## src/rtl/flash_audio_sequencer.sv

```systemverilog
// flash_audio_sequencer
//
// Playback sequencer between the keyboard control FSM and the flash read port.
// It walks the flash word address space forward or backward, does one read
// handshake per 32-bit word, and releases the two 16-bit samples of each word
// on successive sample-rate ticks. Wraps at the song boundaries and honours
// restart requests without ever abandoning a bus handshake.
//
// Optional feature macro: SEQ_TIMEOUT_EN
//   defined   -> WAIT_DATA gives up after TIMEOUT cycles without data and
//                reissues the read at the same address.
//   undefined -> WAIT_DATA waits indefinitely; TIMEOUT is unused.
//
// Ports:
//   clk, reset_n          system clock, asynchronous active-low reset
//   start_reading         1 = play, 0 = pause
//   direction             1 = forward, 0 = backward
//   restart               one-cycle pulse, return to the song start
//   sample_tick           one-cycle pulse at the sample rate (synchronous)
//   flash_read            read request, held until waitrequest drops
//   flash_address         word address of the request
//   flash_byteenable      constant 4'hF
//   flash_waitrequest     slave not ready
//   flash_readdata        read word
//   flash_readdatavalid   flash_readdata valid this cycle
//   audio_data            current sample (registered)
//   audio_valid           one-cycle pulse when audio_data updates

module flash_audio_sequencer #(
  parameter int                ADDR_W    = 23,
  parameter logic [ADDR_W-1:0] LAST_ADDR = 23'h7FFFF,
  parameter int                TIMEOUT   = 255
) (
  input  logic              clk,
  input  logic              reset_n,
  input  logic              start_reading,
  input  logic              direction,
  input  logic              restart,
  input  logic              sample_tick,
  output logic              flash_read,
  output logic [ADDR_W-1:0] flash_address,
  output logic [3:0]        flash_byteenable,
  input  logic              flash_waitrequest,
  input  logic [31:0]       flash_readdata,
  input  logic              flash_readdatavalid,
  output logic [15:0]       audio_data,
  output logic              audio_valid
);

  typedef enum logic [2:0] {
    IDLE,
    REQ,
    WAIT_DATA,
    SAMPLE0,
    SAMPLE1,
    ADVANCE
  } state_t;

  state_t      state;
  logic [31:0] word;
  logic        dir_q;
  logic        restart_pend;
  logic        consume;
  logic        restart_any;

`ifdef SEQ_TIMEOUT_EN
  localparam int CNT_W = (TIMEOUT > 1) ? $clog2(TIMEOUT + 1) : 1;
  logic [CNT_W-1:0] wait_cnt;
`endif

  assign flash_byteenable = 4'hF;
  assign consume          = start_reading & sample_tick;
  // A restart arriving this very cycle is honoured together with a latched one.
  assign restart_any      = restart | restart_pend;

  function automatic logic [ADDR_W-1:0] song_start(input logic fwd);
    return fwd ? '0 : LAST_ADDR;
  endfunction

  function automatic logic [ADDR_W-1:0] step_addr(input logic [ADDR_W-1:0] a,
                                                  input logic              fwd);
    if (fwd) return (a == LAST_ADDR) ? '0 : a + 1'b1;
    else     return (a == '0) ? LAST_ADDR : a - 1'b1;
  endfunction

  always_ff @(posedge clk or negedge reset_n) begin
    if (!reset_n) begin
      state         <= IDLE;
      flash_read    <= 1'b0;
      flash_address <= '0;
      audio_data    <= 16'h0000;
      audio_valid   <= 1'b0;
      restart_pend  <= 1'b0;
      dir_q         <= 1'b1;
      word          <= 32'h0;
`ifdef SEQ_TIMEOUT_EN
      wait_cnt      <= '0;
`endif
    end else begin
      audio_valid <= 1'b0;
      // Latch every restart; states that act on it clear it below.
      if (restart) restart_pend <= 1'b1;

      case (state)
        IDLE: begin
          if (restart_any) begin
            flash_address <= song_start(direction);
            restart_pend  <= 1'b0;
          end
          if (start_reading) begin
            state      <= REQ;
            flash_read <= 1'b1;
          end
        end

        REQ: begin
          if (!flash_waitrequest) begin
            flash_read <= 1'b0;
            state      <= WAIT_DATA;
`ifdef SEQ_TIMEOUT_EN
            wait_cnt   <= '0;
`endif
          end
        end

        WAIT_DATA: begin
          if (flash_readdatavalid) begin
            word  <= flash_readdata;
            dir_q <= direction;
            // A restart during the fetch discards the word once it lands.
            state <= restart_any ? ADVANCE : SAMPLE0;
          end
`ifdef SEQ_TIMEOUT_EN
          else if (wait_cnt == CNT_W'(TIMEOUT)) begin
            state      <= REQ;
            flash_read <= 1'b1;
          end else begin
            wait_cnt <= wait_cnt + 1'b1;
          end
`endif
        end

        SAMPLE0: begin
          if (restart) begin
            state <= ADVANCE;
          end else if (consume) begin
            audio_data  <= dir_q ? word[15:0] : word[31:16];
            audio_valid <= 1'b1;
            state       <= SAMPLE1;
          end
        end

        SAMPLE1: begin
          if (restart) begin
            state <= ADVANCE;
          end else if (consume) begin
            audio_data  <= dir_q ? word[31:16] : word[15:0];
            audio_valid <= 1'b1;
            state       <= ADVANCE;
          end
        end

        ADVANCE: begin
          if (restart_any) begin
            flash_address <= song_start(direction);
            restart_pend  <= 1'b0;
          end else begin
            flash_address <= step_addr(flash_address, direction);
          end
          flash_read <= start_reading;
          state      <= start_reading ? REQ : IDLE;
        end

        default: begin
          state      <= IDLE;
          flash_read <= 1'b0;
        end
      endcase
    end
  end

endmodule

```

## config.mk

```make
export PLATFORM = sky130hd
export DESIGN_NAME = flash_audio_sequencer
export DESIGN_NICKNAME = d
export VERILOG_FILES = /design/src/rtl/flash_audio_sequencer.sv
export SDC_FILE = /design/constraint.sdc
export NUM_CORES = 1
export LEC_CHECK = 0
export BUFFER_PORTS_ARGS = -buffer_cell sky130_fd_sc_hd__buf_4
export CAP_MARGIN = 25
export CORE_ASPECT_RATIO = 0.9
export CORE_UTILIZATION = 56
export CTS_CLUSTER_SIZE = 24
export DETAILED_ROUTE_END_ITERATION = 7
export PLACE_DENSITY = 0.8
export REMOVE_ABC_BUFFERS = 1
export SYNTH_ARGS = -nofsm -noshare
export SYNTH_HDL_FRONTEND = slang
export SYNTH_SLANG_ARGS = --single-unit
```

## constraint.sdc

```tcl
create_clock -name clk -period 2.7 [get_ports clk]
set_input_delay 0.405 -clock clk [delete_from_list [all_inputs] [get_ports clk]]
set_output_delay 0.405 -clock clk [all_outputs]
set_load 0.02 [all_outputs]
```

# After elaboration in Yosys (flattened, before gate mapping)
# Index checks and enable logic that the tools add are counted.
classes:
  add_sub_neg: 2
  eq_ne: 16
  muxes: 33
  bitwise_logic: 3
  n_reduce_logical: 12
op_table:
  columns: ["op", "n"]
  rows:
  - ["23-bit two-way mux", 5]
  - ["16-bit two-way mux", 6]
  - ["23-bit case mux with 2 select lines", 1]
  - ["16-bit case mux with 2 select lines", 1]
  - ["3-bit two-way mux", 8]
  - ["23-bit by 1-bit adder with 23-bit output (second input constant)", 1]
  - ["23-bit by 19-bit equality test with 1-bit output (second input constant)", 1]
  - ["23-bit logical NOT", 1]
  - ["23-bit by 1-bit subtractor with 23-bit output (second input constant)", 1]
  - ["19-bit two-way mux", 1]
  - ["3-bit case mux with 6 select lines", 1]
  - ["2-bit inequality test (second input constant)", 8]
  - ["5-bit AND reduction", 2]
  - ["1-bit two-way mux", 9]
  - ["3-bit by 2-bit equality test with 1-bit output (second input constant)", 2]
  - ["3-bit equality test (second input constant)", 2]
  - ["3-bit inequality test (second input constant)", 2]
  - ["1-bit case mux with 4 select lines", 1]
  - ["2-bit AND reduction", 2]
  - ["2-bit nonzero test", 2]
  - ["2-bit OR reduction", 2]
  - ["3-bit by 1-bit equality test with 1-bit output (second input constant)", 1]
  - ["3-bit logical NOT", 1]
  - ["3-bit AND reduction", 1]
  - ["4 further kinds", 4]
word_totals:
  regBits: 78
  input_bits: 40
  output_inout_bits: 45
  word_cells: 74

# Longest topological paths before layout
logic_depth:
  word_depth: 5
  ltp_mapped: 9
  depth_no_buf: 8

# Least setup slack after synthesis
# Ideal clock, no wire load.
synth_path:
  path_type: "register to register"
  start: "register flash_address[13]"
  end: "register flash_address[22]"
  setup_ns: 0.134
  arrival_ns: 2.346
  required_ns: 2.566
  slack_ns: 0.220
  stages_incl_launch_ff: 9
  n_path_buf: 2
  period_less_slack_ns: 2.480
  cell_sequence: "dfrtp_1 buf_6 or4_4 or4_4 buf_6 nor2_4 nor3_2 a221oi_2 a21oi_1"
synth_via:
  elab_chain_cells: 5
  word_cells_on_any_way: 9
  cone_classes: "2 x add/sub; 1 x eq/ne; 5 x mux; 1 x reduce/logical"
synth_lines:
  columns: ["element", "line_no", "text"]
  rows:
  - ["from (decl)", "41", "output logic [ADDR_W-1:0] flash_address,"]
  - ["from (signal assigned)", "107", "flash_address <= song_start(direction);"]
  - ["from (signal assigned)", "165", "flash_address <= song_start(direction);"]
  - ["from (signal assigned)", "168", "flash_address <= step_addr(flash_address, direction);"]
  - ["23-bit by 1-bit subtractor with 23-bit output (tied with other cells)", "83", "else return (a == '0) ? LAST_ADDR : a - 1'b1;"]
  - ["23-bit two-way mux, on equally long branches", "83, 82", null]
  - ["23-bit two-way mux *", "82", "if (fwd) return (a == LAST_ADDR) ? '0 : a + 1'b1;"]
  - ["23-bit two-way mux *", "164", "if (restart_any) begin"]
  - ["23-bit case mux with 2 select lines *", "104", "case (state)"]
# Every way passes the cells marked *; elsewhere a longest branch is shown, timed or not.
# A chain may end at the register's enable or synchronous reset.

# Worst setup path after layout
layout_path:
  start: "register flash_address[14]"
  end: "register flash_address[19]"
# Same word-level chain as after synthesis.

==> summary.md <==
| Metric | Value |
|---|---|
| Fillcell total | 554 |
| DR vias/cell | 6.23 |
| Syn Std Cell Area | 0.00446 mm^2 |
| Final-report setup violation count | 0 |
| Final WL | 11.3 mm |
| Largest area contributor in the netlist | dfrtp_1 |
| Port buffer count | 80 |
| Pin count of the biggest net entering global routing | 79 |
| EDFF count, synth | 0 |
| Initial antenna violation count | 0 |
| Multi-input gate area | 0.00231 mm^2 |
| Fmax | 0.400 GHz |
| R2R cell count | 6 |
| Inst Count DP | 623 |
| Rel. slew slack | 35.0% |
| Busiest layer in global routing | met2 |
| Storage cell area | 0.00195 mm^2 |
| Status | finished clean |
| RR Startpoint | flash_address[14] |
| # rows | 30 |
| Leak | 2.37 nW |
| Post-route minimum period | 2.50 ns |
| RSZ-0062 raised after global routing | no |
| Syn avg cell area | 9.79 um^2 |
| Met3 Track Usage GR | 7.89% |
| First-pass GRT wire length | 18.4 mm |
| Iter 0 DRT Violations | 400 |
| Synth warn | 0 |
| WHS | 0.275 ns |
| Total CTS buffers | 9 |
| Hold Violations, Final | 0 |
| Initial core utilization | 58.5% |
| Bufs on Longest Clock Path | 2 |
| Final instance count without filler cells | 641 |
| Most common cell after layout, fill and taps aside | buf_4 |
| Met2 Use GR | 44.6% |
| Dpl hpwl | 7.74 mm |
| GP Congestion | 0.920 |
| Post-route clock period utilization | 92.6% |
| Place WS | 0.231 ns |
| Startpoint types | register |
| Worst R2R End | flash_address[19] |
| Syn-to-layout area delta | 22.7% |
| CTS tree | built |
| CP endpoint kind | register |
| Post-synthesis cell count | 455 |
| CP Launch Point | flash_address[14] |
| Max Slew Vio Count | 0 |
| Clock slew at reported path FFs | 0.09 ns |
| Full die area | 0.00832 mm^2 |
| PD cells | 1140 mW/mm^2 |
| Die height | 86.6 um |
| Worst-path fanout max | 14 |
| Layout net count | 583 |
| GRT overflow | 0 |
| DRT antenna net count | 0 |
| Worst slew pin tran | 0.971 ns |
| Peak VDD IR | 0.515 mV |
| GR Layer Usage met1 | 38.6% |
| Proportion of layout cells with a drive suffix above 1 | 32.5% |
| Sequential fraction of the synthesis area | 43.8% |
| Worst EP required | 2.95 ns |
| Clock Root Buffer | clkbuf_8 |
| Critical Path Sink | flash_address[19] |
| Max-cap violations | 0 |
| Worst-Skew Late Latency | 0.36 ns |
| Top FF cell, synth | dfrtp_1 |
| Die extent in x | 96.0 um |
| Largest cells by area after synthesis | dfrtp_1, mux2_2, a21oi_1 |
| Post-synth ARST share | 100% |
| Commonest non-fill, non-tap cells in the layout | buf_4, dfrtp_1, a21oi_1 |
| Yosys reg bits | 78 |
| Crit path kind | register to register |
| Vias in the first global route | 3,842 |
| Clock Sinks | 78 |
| Share of the synthesized area in the top cell type | 43.2% |
| Core ar. | 0.00762 mm^2 |
| GRT Resource Usage Total | 28.7% |
| Final setup skew | 0.00928 ns |
| TritonRoute pass-1 iters | 5 |
| Diode count | 0 |
| Final setup TNS | 0 ns |
| Post-synthesis cell type count | 69 |
| Io pins | 85 |
| Final WS setup | 0.198 ns |
| Crit path DAT | 2.75 ns |
| CTS H-tree lvls | 3 |
| DRC Markers | 0 |
| Hold Path Class | input pin to register |
| Setup slack, reg-to-reg | 0.20 ns |
| Avg WL per Cell | 17.6 um |
| Vias | 3,995 |
-- Yosys cell counts, drive strengths merged (2+ instances only) --
cell type / n
dfrtp: 77
a21oi: 41
nor2: 38
mux2: 33
o21ai: 32
clkbuf: 23
nand2: 23
nor3: 20
mux2i: 18
buf: 15
nand3: 12
nor4: 9
or3: 8
nand4: 7
o311ai: 7
inv: 6
xnor2: 6
xor2: 6
nor2b: 5
or2: 5
a211oi: 4
and3: 4
a21o: 3
a22oi: 3
ha: 3
nand2b: 3
nor3b: 3
o211ai: 3
or4: 3
a211o: 2
a221o: 2
a31oi: 2
a41oi: 2
and3b: 2
nand3b: 2
o31a: 2
o31ai: 2
-- power breakdown --
part,switching (mW),internal (mW)
Sequential,0.511,1.73
Clock,0.474,0.440
Combinational,1.65,1.43
Total,2.63,3.61
-- worst min path at each step --
stage / from / end / cells after the start
after floorplan: reset_n / audio_data[0] / 0
after global placement: word[6] / word[6] / 1
after detailed placement: word[3] / word[3] / 1
after CTS: reset_n / state[1] / 1
after global routing: flash_readdata[3] / word[3] / 2
final: flash_readdata[0] / word[0] / 2
-- what timing repair did --
action / 4_1_cts / 5_1_grt
resized for setup: 0 / 1
hold buffers: 0 / 1
setup buffers: 0 / 0
endpoints found under the hold margin: 0 / 2
setup endpoints to repair: 0 / 4
-- cell type report --
cell class / instances / share of cell area (%)
clock buffer: 9 / 2.27
clock inverter: 7 / 1.44
inverter: 6 / 0.412
multi-input combinational: 336 / 42.3
sequential: 78 / 35.7
tap: 96 / 2.20
timing repair buffer: 109 / 15.6
-- metal layers --
layer | wire length, um | part of all wire [%]
met2 | 5280 | 47
met5 | 0 | 0
met4 | 150 | 1.3
met1 | 4810 | 43
met3 | 1060 | 9.4
-- sequential cells by signal, summed over array words and instances, names as in the netlist --
name,cells
flash_address,23
audio_valid,1
state,3
dir_q,1
audio_data,16
restart_pend,1
word,32
flash_read,1
-- metrics by stage --
stage / power [mW] / utilization (%) / instance area [um^2]
2_1_floorplan: 4.09 / - / 4280
3_3_place_gp: 5.16 / 68.5 / 5220
3_5_place_dp: 5.29 / 68.5 / 5220
4_1_cts: 6.22 / 71.2 / 5420
5_1_grt: 6.65 / 71.7 / 5470
6_report: 6.24 / 71.7 / 5470
-- cell families after synthesis --
| kind of cell | after synthesis | share of synthesized area [%] |
|---|---|---|
| adder cells (fa/ha/maj) | 3 | 0.843 |
| multiplexers | 51 | 12.4 |
| AO/OA/AOI/OAI | 119 | 17.5 |
| AND/OR/NAND/NOR | 147 | 18.1 |
| XOR/XNOR | 12 | 2.53 |
| buffers and inverters | 44 | 4.72 |
| flip-flops | 78 | 43.8 |
| other | 1 | 0.0842 |
-- critical path, stage by stage (launching register included) --
cell and delay [ns]:
dfrtp_1 0.46, or4_4 0.54, or4_4 0.65, o21ai_4 0.44
a21oi_1 0.08, a21oi_1 0.15, a21oi_1 0.07
Power figures use the tool's default switching activity.
